[config.mk]
export PLATFORM = sky130hd
export DESIGN_NAME = monitor_saida
export DESIGN_NICKNAME = d
export VERILOG_FILES = /design/src/rtl/monitor_saida.sv
export SDC_FILE = /design/constraint.sdc
export NUM_CORES = 1
export LEC_CHECK = 0
export CORE_AREA = 2 2 268 191
export CTS_CLUSTER_DIAMETER = 150
export DETAILED_ROUTE_END_ITERATION = 12
export DIE_AREA = 0 0 270 193
export DONT_BUFFER_PORTS = 1
export PLACE_DENSITY = 0.38
export SLEW_MARGIN = 40
export SYNTH_ARGS = -nofsm -noshare
export SYNTH_HDL_FRONTEND = slang
export SYNTH_SLANG_ARGS = --single-unit
[constraint.sdc]
create_clock -name clock -period 9.05 [get_ports clock]
set_input_delay 1.81 -clock clock [delete_from_list [all_inputs] [get_ports clock]]
set_output_delay 1.81 -clock clock [all_outputs]
set_load 0.01 [all_outputs]
[src/rtl/monitor_saida.sv]
// rtl/monitor_saida.sv - change-detecting capture FIFO for the CPU valor_saida bus
module monitor_saida #(
  parameter int WIDTH = 32,
  parameter int DEPTH = 8
) (
  input  logic                       clock,
  input  logic                       reset,
  input  logic [WIDTH-1:0]           valor_saida,
  input  logic                       captura_en,
  input  logic                       leitura_req,
  output logic                       dado_valido,
  output logic [WIDTH-1:0]           dado_saida,
  output logic [$clog2(DEPTH):0]     contagem,
  output logic                       cheio,
  output logic                       vazio,
  output logic                       overflow,
  output logic [7:0]                 descartados
);

  localparam int AW = $clog2(DEPTH);
  localparam int CW = AW + 1;

  logic [WIDTH-1:0] mem [DEPTH];
  logic [AW-1:0]    wr_ptr;
  logic [AW-1:0]    rd_ptr;
  logic [WIDTH-1:0] anterior;
  logic             primado;

  logic evento;
  logic pop;
  logic push;
  logic drop;

  // A capture is a change relative to the last sampled value, or the first sample after reset
  assign evento = captura_en && (!primado || (valor_saida != anterior));
  assign pop    = leitura_req && dado_valido;
  assign push   = evento && (!cheio || pop);
  assign drop   = evento && cheio && !pop;

  assign vazio       = (contagem == '0);
  assign cheio       = (contagem == CW'(DEPTH));
  assign dado_valido = !vazio;
  assign dado_saida  = mem[rd_ptr];

  always_ff @(posedge clock) begin
    if (push) begin
      mem[wr_ptr] <= valor_saida;
    end
  end

  always_ff @(posedge clock) begin
    if (reset) begin
      wr_ptr      <= '0;
      rd_ptr      <= '0;
      contagem    <= '0;
      anterior    <= '0;
      primado     <= 1'b0;
      overflow    <= 1'b0;
      descartados <= '0;
    end else begin
      // The reference value follows the bus whenever sampling is enabled, even for dropped captures
      if (captura_en) begin
        anterior <= valor_saida;
        primado  <= 1'b1;
      end
      if (push) begin
        wr_ptr <= wr_ptr + AW'(1);
      end
      if (pop) begin
        rd_ptr <= rd_ptr + AW'(1);
      end
      if (push && !pop) begin
        contagem <= contagem + CW'(1);
      end else if (pop && !push) begin
        contagem <= contagem - CW'(1);
      end
      if (drop) begin
        overflow <= 1'b1;
        if (descartados != 8'hFF) begin
          descartados <= descartados + 8'd1;
        end
      end
    end
  end

endmodule

==> results of run 1 <==
==> area by class of cell <==
class / instances / area (um2) / share of cell area
timing repair buffer: 13 / 105.1 / 0.007361
clock buffer: 49 / 968.4 / 0.06783
multi-input combinational: 302 / 3362 / 0.2355
tap: 674 / 843.3 / 0.05907
inverter: 6 / 22.52 / 0.001577
sequential: 311 / 8795 / 0.6160
clock inverter: 14 / 181.4 / 0.01271
==> flip-flops by register name, summed over array words and instances (netlist names), named ones only <==
| name | flops |
|---|---|
| anterior | 32 |
| contagem | 4 |
| descartados | 8 |
| mem | 256 |
| overflow | 1 |
| primado | 1 |
| rd_ptr | 3 |
| wr_ptr | 3 |
==> how the worst max path moves through the flow <==
stage / start / end / cells after the start
final: register / dado_saida[31] / 3
after global routing: register / dado_saida[31] / 3
after CTS: register / dado_saida[14] / 3
after detailed placement: valor_saida[22] / contagem[3]$_SDFFE_PP0P_ / 14
after global placement: valor_saida[22] / contagem[3]$_SDFFE_PP0P_ / 14
after floorplan: valor_saida[7] / mem[0][0]$_DFFE_PP_ / 7
==> stage by stage <==
step                power, mW  hold WS (ns)  cells  cell area [um2]  setup WS (ns)
finish                  3.742        0.4674   1369            14280          4.420
global route            3.917        0.4981   1369            14280          4.188
CTS                     3.820        0.4621   1369            14280          4.285
detailed placement      2.375        0.4486   1306            13130          3.917
global placement        2.365        0.4432   1306            13110          3.925
floorplan               2.211        0.4284    651            12270          2.701
==> cell families after synthesis <==
group / share of synthesized area
flip-flops: 0.7162
multiplexers: 0.1750
AND/OR/NAND/NOR: 0.04446
buffers and inverters: 0.01417
XOR/XNOR: 0.02570
AO/OA/AOI/OAI: 0.01672
adder cells (fa/ha/maj): 0.007749
==> layout by cell type, fill, tap and decap left out, drive strengths merged, types with 2 or more instances in the layout <==
cell      n
and4b     2
o21ai     8
o31ai     4
nor4bb    2
mux2     33
or4       6
nand3b    2
a21oi    15
inv       9
xnor2     4
nor4b     2
a21o      2
or3       4
nand3     6
xor2     32
bufinv    4
nor4      8
nand2    10
edfxtp  256
nor3      3
buf      13
clkinv    6
mux2i    33
nor2     47
dfxtp    55
clkbuf   49
ha        6
mux4     64
==> worst max-delay path, delay by kind of cell (launching register included) <==
family / cells / cell delay, ns
buffers and inverters: 1 / 0.60
DFF: 1 / 0.72
muxes: 2 / 0.94
==> where the power goes <==
group | total (mW) | switching, mW | internal (mW)
registers | 1.69 | 0.0732 | 1.62
clock network | 1.42 | 0.560 | 0.864
logic | 0.628 | 0.307 | 0.321
total | 3.74 | 0.940 | 2.80
==> metal layers <==
layer	track usage	vias up
li1	-	2616
met1	0.1473	3092
met2	0.1921	124
met3	0.03851	39
met4	0.03034	0
met5	0	-
==> qor.yml, run 1 <==
status: "finished, final reports clean"
crit_path_cell_trace: "buf_6, mux4_2, mux2_2"
synth_edf_count: 256
hold_start: "rd_ptr[1]$_SDFFE_PP0N_"
antenna_cells: 0
postCtsSetupBuffers: 0
synthDistinctLibCells: 49
cp.required_ns: 7.24
n_fill_cell: 4899
port_buffers: 0
clk_path_buf_depth: 3
numCtsBuffers: 35
yosys_most_used_dff: "edfxtp_1"
area_growth_pct: 16.36
cts.sinks: 311
cp.arrival_ns: 2.82
slew_violations: 0
finalCriticalPeriod_ns: 4.630
drcViolationCount: 0
cp-start-kind: "register"
holdPathStages: 2
drt_wl_total_mm: 29.96
cts_tree: "built"
wl_met3_mm: 2.021
slew_headroom: 0.4594
syn_inst: 651
syn-num-nets: 694
fin_nets: 712
ant_nets: 0
gp_congestion: 0.7067
h-tree-depth: 2
hold_buffers: 0
rr_worst_depth: 14
ys_seq_area_frac: 0.7162
overflow: 0
netlist_area_um2: 12270
die_h_um: 193
final_hold_viol_count: 0
rsz0062_at_grt: "no"
r2r_end: "contagem[3]$_SDFFE_PP0P_"
power.density_nw_per_um2: 262.1
clock_latency_ns: 0.53
start_util: 0.2463
drt-pass1-iter-count: 4
cts-resized-gates: 0
critPathSlowestCell: "dfxtp_4"
grt.total_usage: 0.1162
rows: 69
syn_avg_cell_area_um2: 18.85
dieArea_um2: 52110
synth_commonest_cells: "256 x edfxtp_1, 64 x mux4_2, 55 x dfxtp_1"
dr_wl_met2_mm: 14.13
coreArea_um2: 49810
yosysMostFrequentCell: "edfxtp_1"
yosysWarnings: 0
clk_pin_slew_worst_paths_ns: 0.06
fmax_ghz: 0.2160
num_vias: 5871
synth_top_area_share: 0.6265
m1WireLength_mm: 13.31
period_share: 0.5116
top_layer: "met4"
fin_setup_tns_ns: 0
finalSetupViolCount: 0
worstPathMaxFanout: 40
cap_violations: 0
peakVddDrop_mv: 0.09636
leakagePower_nw: 4.559
wire_per_inst_um: 21.89
ctsRootBufferMaster: "clkbuf_16"
crit_type: "reg -> out"
viasPerCell: 4.289
ys_ff_latch: 311
dp_hpwl_mm: 16.72
skew_ns: 0.01905
r2r_setup_slack_ns: 5.49
synth_top_cell_by_area: "edfxtp_1"
worst_pin_slew_ns: 0.8109
die_w_um: 270
synthArstFlopShare: 0
grt_pass1_vias: 6292
drtIter0Drc: 451
grt_max_degree: 65
drive_above_1_share: 0.2734
hp-class: "reg -> reg"
io_pins: 84
antenna_found_initial: 0
cpPeakStageDelay_ns: 0.72
r2r-start: "anterior[9]$_SDFFE_PP0P_"
synth_area_leaders: "edfxtp_1 63%, mux4_2 12%, dfxtp_1 9.0%"
fin_util: 0.2866
crit_path_end_kind: "output port"
grt_pass1_wl_mm: 43.80
(Power assumes the default switching activity.)
==> inputs of run 2 (changes only) <==
clock period = 4.37 ns   (was 9.05 ns; I/O delays follow)
==> run 2 against run 1 <==
  * Die area did not move
  * Count of clock-buffer cells in the layout fell by 4
  * Worst setup slack got worse by 3.5 ns
  * Clock power rose by 100%
  * Critical path type is now in -> reg
  * Largest cell class unchanged
==> qor.yml, run 2 (synthesized netlist as in run 1, its figures left out) <==
fmax_ghz: 0.2890
crit_path_cell_trace: "xor2_1, nor4_1, nand3_1, nor4_4, nor2_2, ha_1, inv_1, ha_1, a21o_1, a21oi_1, xnor2_1, or3_1, a21oi_1"  # was buf_6, mux4_2, mux2_2
skew_ns: 0.01765  # was 0.01905 ns
power_frac_seq: 0.459  # was 0.452
comb_power_share: 0.169  # was 0.168
p_int_mw: 5.740  # was 2.802 mW
largest_reg_flops: 256  # unchanged
crit_family: "simple AND/OR/NAND/NOR gates"  # was multiplexers
clk_pin_slew_worst_paths_ns: 0.06  # about the same
drt_wl_total_mm: 29.75  # was 29.96 mm
cp-start-kind: "primary input"  # was register
cp.required_ns: 4.81  # was 7.24 ns
postCtsSetupBuffers: 0  # unchanged
hp-class: "in -> reg"  # was reg -> reg
status: "finished, final reports clean"  # unchanged
cts-resized-gates: 0  # unchanged
cts_tree: "built"  # unchanged
r2r_setup_slack_ns: 0.93  # was 5.49 ns
period_share: 0.7917
cap_violations: 0  # unchanged
grt_max_degree: 55  # was 65
fin_setup_tns_ns: 0  # unchanged
ant_nets: 0  # unchanged
hold_buffers: 0  # unchanged
start_util: 0.2463  # unchanged
drt-pass1-iter-count: 4  # unchanged
io_pins: 84  # unchanged
reg_top3: "mem (256), anterior (32), descartados (8)"  # unchanged
crit_path_end_kind: "register"  # was output port
whs_endpoint: "contagem[0]$_SDFFE_PP0P_"
h-tree-depth: 2  # unchanged
clk_path_buf_depth: 3  # unchanged
rows: 69  # unchanged
critPathSlowestCell: "nor4_1"  # was dfxtp_4
drcViolationCount: 0  # unchanged
grt_pass1_wl_mm: 42.63  # was 43.80 mm
num_vias: 5899  # was 5,871
gp_congestion: 0.6525  # was 0.7067
layout_common_cells: "256 x edfxtp_1, 64 x mux4_2, 52 x dfxtp_1, 46 x nor2_1, 35 x clkbuf_16"  # unchanged
drive_above_1_share: 0.2800  # was 0.2734
r2r-start: "anterior[22]$_SDFFE_PP0P_"  # was anterior[9]$_SDFFE_PP0P_
power.density_nw_per_um2: 537.2  # was 262.1 nW/um2
overflow: 0  # unchanged
peakVddDrop_mv: 0.2476  # was 0.09636 mV
dp_cells: 1312  # was 1,306
slew_violations: 0  # unchanged
cpPeakStageDelay_ns: 0.46  # was 0.72 ns
total_power_mw: 7.687  # was 3.742 mW
clkPwrFrac: 0.372  # was 0.380
viasPerCell: 4.293  # was 4.289
path_buf_inv: 1  # unchanged
coreArea_um2: 49810  # unchanged
fin_nets: 718  # was 712
area_growth_pct: 16.60  # was 16.36%
worstPathMaxFanout: 10  # was 40
antenna_found_initial: 0  # unchanged
grt.total_usage: 0.1144  # was 0.1162
holdPathStages: 1  # was 2
slew_headroom: 0.5300  # was 0.4594
finalCriticalPeriod_ns: 3.460
final_common_cell: "edfxtp_1"  # unchanged
regMostFlops: "mem"  # unchanged
die_h_um: 193  # unchanged
stdcell_count: 1374  # was 1,369
hold_start: "reset"  # was rd_ptr[1]$_SDFFE_PP0N_
finalSetupViolCount: 0  # unchanged
cp_num_cells: 13  # was 3
worst_pin_slew_ns: 0.7049  # was 0.8109 ns
clock_latency_ns: 0.52  # was 0.53 ns
drtIter0Drc: 307  # was 451
die_w_um: 270  # unchanged
leakagePower_nw: 4.580  # was 4.559 nW
rsz0062_at_grt: "no"  # unchanged
numCtsBuffers: 35  # unchanged
cts.sinks: 311  # unchanged
final_hold_viol_count: 0  # unchanged
power.switching_mw: 1.947  # was 940.1 uW
dieArea_um2: 52110  # unchanged
antenna_cells: 0  # unchanged
crit_type: "in -> reg"  # was reg -> out
cp.arrival_ns: 3.90  # was 2.82 ns
grt_pass1_vias: 6155  # was 6,292
wire_per_inst_um: 21.65  # was 21.89 um
port_buffers: 0  # unchanged
r2r_end: "contagem[3]$_SDFFE_PP0P_"  # unchanged
ctsRootBufferMaster: "clkbuf_16"  # unchanged
rr_worst_depth: 13  # was 14
dp_hpwl_mm: 17.09  # was 16.72 mm
p_sw_frac: 0.2532  # was 0.2512
[run 2: changes by cell type in the layout (fill, tap and decap cells not counted), sizes merged]
cell / before / now
clkbuf: 49 / 45
buf: 13 / 19
clkinv: 6 / 12
bufinv: 4 / 3
inv: 9 / 7
[run 2: final cells by class]
cell class / instances / area, um2
sequential: 311 / 8795
multi-input combinational: 302 / 3371
fill: 4905 / 35510
clock buffer: 45 / 943.4
inverter: 6 / 22.52
clock inverter: 17 / 165.2
timing repair buffer: 19 / 167.7
tap: 674 / 843.3
[run 2: how the worst max path moves through the flow]
| stage | to | slack (ns) | from |
|---|---|---|---|
| 2_1_floorplan | mem[1][0]$_DFFE_PP_ | 0.29 | captura_en |
| 3_3_place_gp | contagem[3]$_SDFFE_PP0P_ | 0.34 | valor_saida[22] |
| 3_5_place_dp | contagem[3]$_SDFFE_PP0P_ | 0.31 | valor_saida[22] |
| 4_1_cts | dado_saida[2] | 0.81 | register |
| 5_1_grt | contagem[3]$_SDFFE_PP0P_ | 0.68 | anterior[22]$_SDFFE_PP0P_ |
| 6_report | contagem[3]$_SDFFE_PP0P_ | 0.91 | valor_saida[22] |
[run 2: metal layers]
layer / vias to the layer above / part of all wire / track usage
met5: - / 0 / 0
met4: 0 / 0.018 / 0.03034
met3: 39 / 0.065 / 0.03864
met2: 101 / 0.46 / 0.1849
met1: 3114 / 0.46 / 0.1478
li1: 2645 / - / -
[run 2: power groups by stage]
| stage | Clock [mW] | Combinational, mW | Sequential [mW] |
|---|---|---|---|
| floorplan | 0 | 1.11 | 3.46 |
| global placement | 0 | 1.34 | 3.59 |
| detailed placement | 0 | 1.34 | 3.60 |
| CTS | 2.97 | 1.35 | 3.54 |
| global route | 3.09 | 1.41 | 3.56 |
| finish | 2.86 | 1.30 | 3.53 |
[run 2: per-stage QoR]
| stage | util | instance area, um2 | setup WS (ns) | hold WS, ns |
|---|---|---|---|---|
| after global placement | 0.2650 | 13200 | 0.3371 | 0.4421 |
| after floorplan | - | 12300 | 0.2916 | 0.4284 |
| final | 0.2872 | 14310 | 0.9102 | 0.4392 |
| after CTS | 0.2872 | 14310 | 0.8144 | 0.4065 |
| after global routing | 0.2872 | 14310 | 0.6816 | 0.3984 |
| after detailed placement | 0.2650 | 13200 | 0.3070 | 0.4567 |
==> inputs of run 3 (changes only) <==
clock period = 3.5 ns   (was 4.37 ns; I/O delays follow)
==> run 3 against run 2 <==
  * Final cell count rose by 1.2%
  * First-iteration DRC count grew 19%
  * Critical path depth is 1 higher
  * Routed wire length increased by 1.3%
  * Via count up 1.3%
  * Utilization rose by 0.37 points
  * Design area grew 1.3%
  * Global-route usage up 0.19 points
  * Worst setup slack got worse by 0.57 ns
  * Register-to-register slack worse by 0.59 ns
  * Total power rose by 27%
  * Largest cell class unchanged
==> qor.yml, run 3 (synthesized netlist as in run 1, its figures left out) <==
status: "finished, final reports clean"  # unchanged
clkPwrFrac: 0.376  # was 0.372
dp_cells: 1326  # was 1,312
cpPeakStageDelay_ns: 0.47  # was 0.46 ns
postCtsSetupBuffers: 0  # unchanged
finalCriticalPeriod_ns: 3.162
grt.total_usage: 0.1163  # was 0.1144
clk_path_buf_depth: 3  # unchanged
layout_common_cells: "256 x edfxtp_1, 64 x mux4_2, 52 x dfxtp_1, 46 x nor2_1, 35 x clkbuf_16"  # unchanged
antenna_cells: 0  # unchanged
io_pins: 84  # unchanged
crit_family: "simple AND/OR/NAND/NOR gates"  # unchanged
regMostFlops: "mem"  # unchanged
drt_wl_total_mm: 30.14  # was 29.75 mm
num_vias: 5978  # was 5,899
slew_violations: 0  # unchanged
clock_latency_ns: 0.53  # was 0.52 ns
path_buf_inv: 2  # was 1
coreArea_um2: 49810  # unchanged
grt_pass1_vias: 6290  # was 6,155
skew_ns: 0.03061  # was 0.01765 ns
overflow: 0  # unchanged
crit_path_end_kind: "register"  # unchanged
cp.arrival_ns: 3.61  # was 3.90 ns
fmax_ghz: 0.3162
area_growth_pct: 18.12  # was 16.60%
ctsRootBufferMaster: "clkbuf_16"  # unchanged
p_int_mw: 7.290  # was 5.740 mW
slew_headroom: 0.5372  # was 0.5300
cts.sinks: 311  # unchanged
numCtsBuffers: 35  # unchanged
grt_pass1_wl_mm: 43.94  # was 42.63 mm
hp-class: "in -> reg"  # unchanged
cts_tree: "built"  # unchanged
drtIter0Drc: 364  # was 307
dp_hpwl_mm: 17.71  # was 17.09 mm
hold_ws_ns: 0.2569  # was 0.4392 ns
period_share: 0.9035
grt_max_degree: 55  # unchanged
port_buffers: 0  # unchanged
power.switching_mw: 2.484  # was 1.947 mW
hold_buffers: 0  # unchanged
reg_top3: "mem (256), anterior (32), descartados (8)"  # unchanged
cp-start-kind: "register"  # was primary input
clk_pin_slew_worst_paths_ns: 0.06  # about the same
largest_reg_flops: 256  # unchanged
cap_violations: 0  # unchanged
dieArea_um2: 52110  # unchanged
stdcell_count: 1390  # was 1,374
cp.required_ns: 3.95  # was 4.81 ns
worst_pin_slew_ns: 0.6941  # was 0.7049 ns
power_frac_seq: 0.448  # was 0.459
drcViolationCount: 0  # unchanged
gp_congestion: 0.6819  # was 0.6525
final_common_cell: "edfxtp_1"  # unchanged
fin_util: 0.2910  # was 0.2872
drt-pass1-iter-count: 4  # unchanged
wire_per_inst_um: 21.68  # was 21.65 um
crit_path_cell_trace: "xor2_1, nor4_1, buf_4, nand2_1, nor4_4, nor2_2, ha_1, inv_1, ha_1, a21o_1, a21oi_1, xnor2_1, or3_1, a21oi_1"  # was xor2_1, nor4_1, nand3_1, nor4_4, nor2_2, ha_1, inv_1, ha_1, a21o_1, a21oi_1, xnor2_1, or3_1, a21oi_1
p_sw_frac: 0.2542  # was 0.2532
worstPathMaxFanout: 2  # was 10
peakVddDrop_mv: 0.2994  # was 0.2476 mV
comb_power_share: 0.175  # was 0.169
antenna_found_initial: 0  # unchanged
rows: 69  # unchanged
total_power_mw: 9.774  # was 7.687 mW
crit_type: "reg -> reg"  # was in -> reg
finalSetupViolCount: 0  # unchanged
start_util: 0.2463  # unchanged
final_hold_viol_count: 0  # unchanged
die_h_um: 193  # unchanged
h-tree-depth: 2  # unchanged
drive_above_1_share: 0.2961  # was 0.2800
rsz0062_at_grt: "no"  # unchanged
fin_nets: 732  # was 718
viasPerCell: 4.301  # was 4.293
power.density_nw_per_um2: 674.4  # was 537.2 nW/um2
ant_nets: 0  # unchanged
die_w_um: 270  # unchanged
critPathSlowestCell: "nor4_1"  # unchanged
leakagePower_nw: 4.681  # was 4.580 nW
==> run 3: cell count changes in the layout (fill, tap and decap cells not counted), moves of 2 or more <==
cell,change
and4b_1,+2
and4b_2,-2
buf_12,+3
buf_4,+11
inv_6,+2
==> run 3: per-layer routing <==
layer / wire [um] / global-route usage / vias to the layer above
met5: 0 / 0 / -
met4: 498 / 0.02735 / 0
met3: 1972 / 0.03752 / 40
met2: 14000 / 0.1874 / 109
met1: 13660 / 0.1531 / 3168
li1: - / - / 2661
==> run 3: area by class of cell <==
class / instances / area, um2
Fill cell: 4886 / 35320
Clock inverter: 20 / 219.0
Timing Repair Buffer: 33 / 310.3
Multi-Input combinational cell: 302 / 3374
Clock buffer: 44 / 929.6
Sequential cell: 311 / 8795
Tap cell: 674 / 843.3
Inverter: 6 / 22.52
==> run 3: worst paths after layout <==
path | from | to | slack [ns] | depth (start not counted)
hold / removal | reset | contagem[2]$_SDFFE_PP0P_ | 0.26 | 1
setup / recovery | anterior[8]$_SDFFE_PP0P_ | contagem[3]$_SDFFE_PP0P_ | 0.34 | 14
setup reg to reg | anterior[8]$_SDFFE_PP0P_ | contagem[3]$_SDFFE_PP0P_ | 0.34 | 14
hold reg to reg | primado$_SDFFE_PP0P_ | primado$_SDFFE_PP0P_ | 0.46 | 2
==> run 3: power by group through the flow <==
stage	Clock, mW	Combinational, mW	Sequential, mW
after global placement	0	1.76	4.46
after CTS	3.81	1.78	4.39
final	3.68	1.71	4.38
after global routing	3.96	1.87	4.41
after floorplan	0	1.39	4.33
after detailed placement	0	1.78	4.47
==> run 3: timing repair <==
action	CTS	global route
gates resized for setup	0	1
setup endpoints to repair	0	1
endpoints found under the hold margin	0	0
==> run 3: metrics by stage <==
stage                     setup slack (ns)  area [um2]  TNS [ns]
after floorplan                    -0.1598       12310    -10.21
after global placement             -0.1761       13340   -0.1761
after detailed placement           -0.2101       13340   -0.2261
after CTS                           0.1169       14490         0
after global routing               0.03942       14490         0
final                               0.3378       14490         0
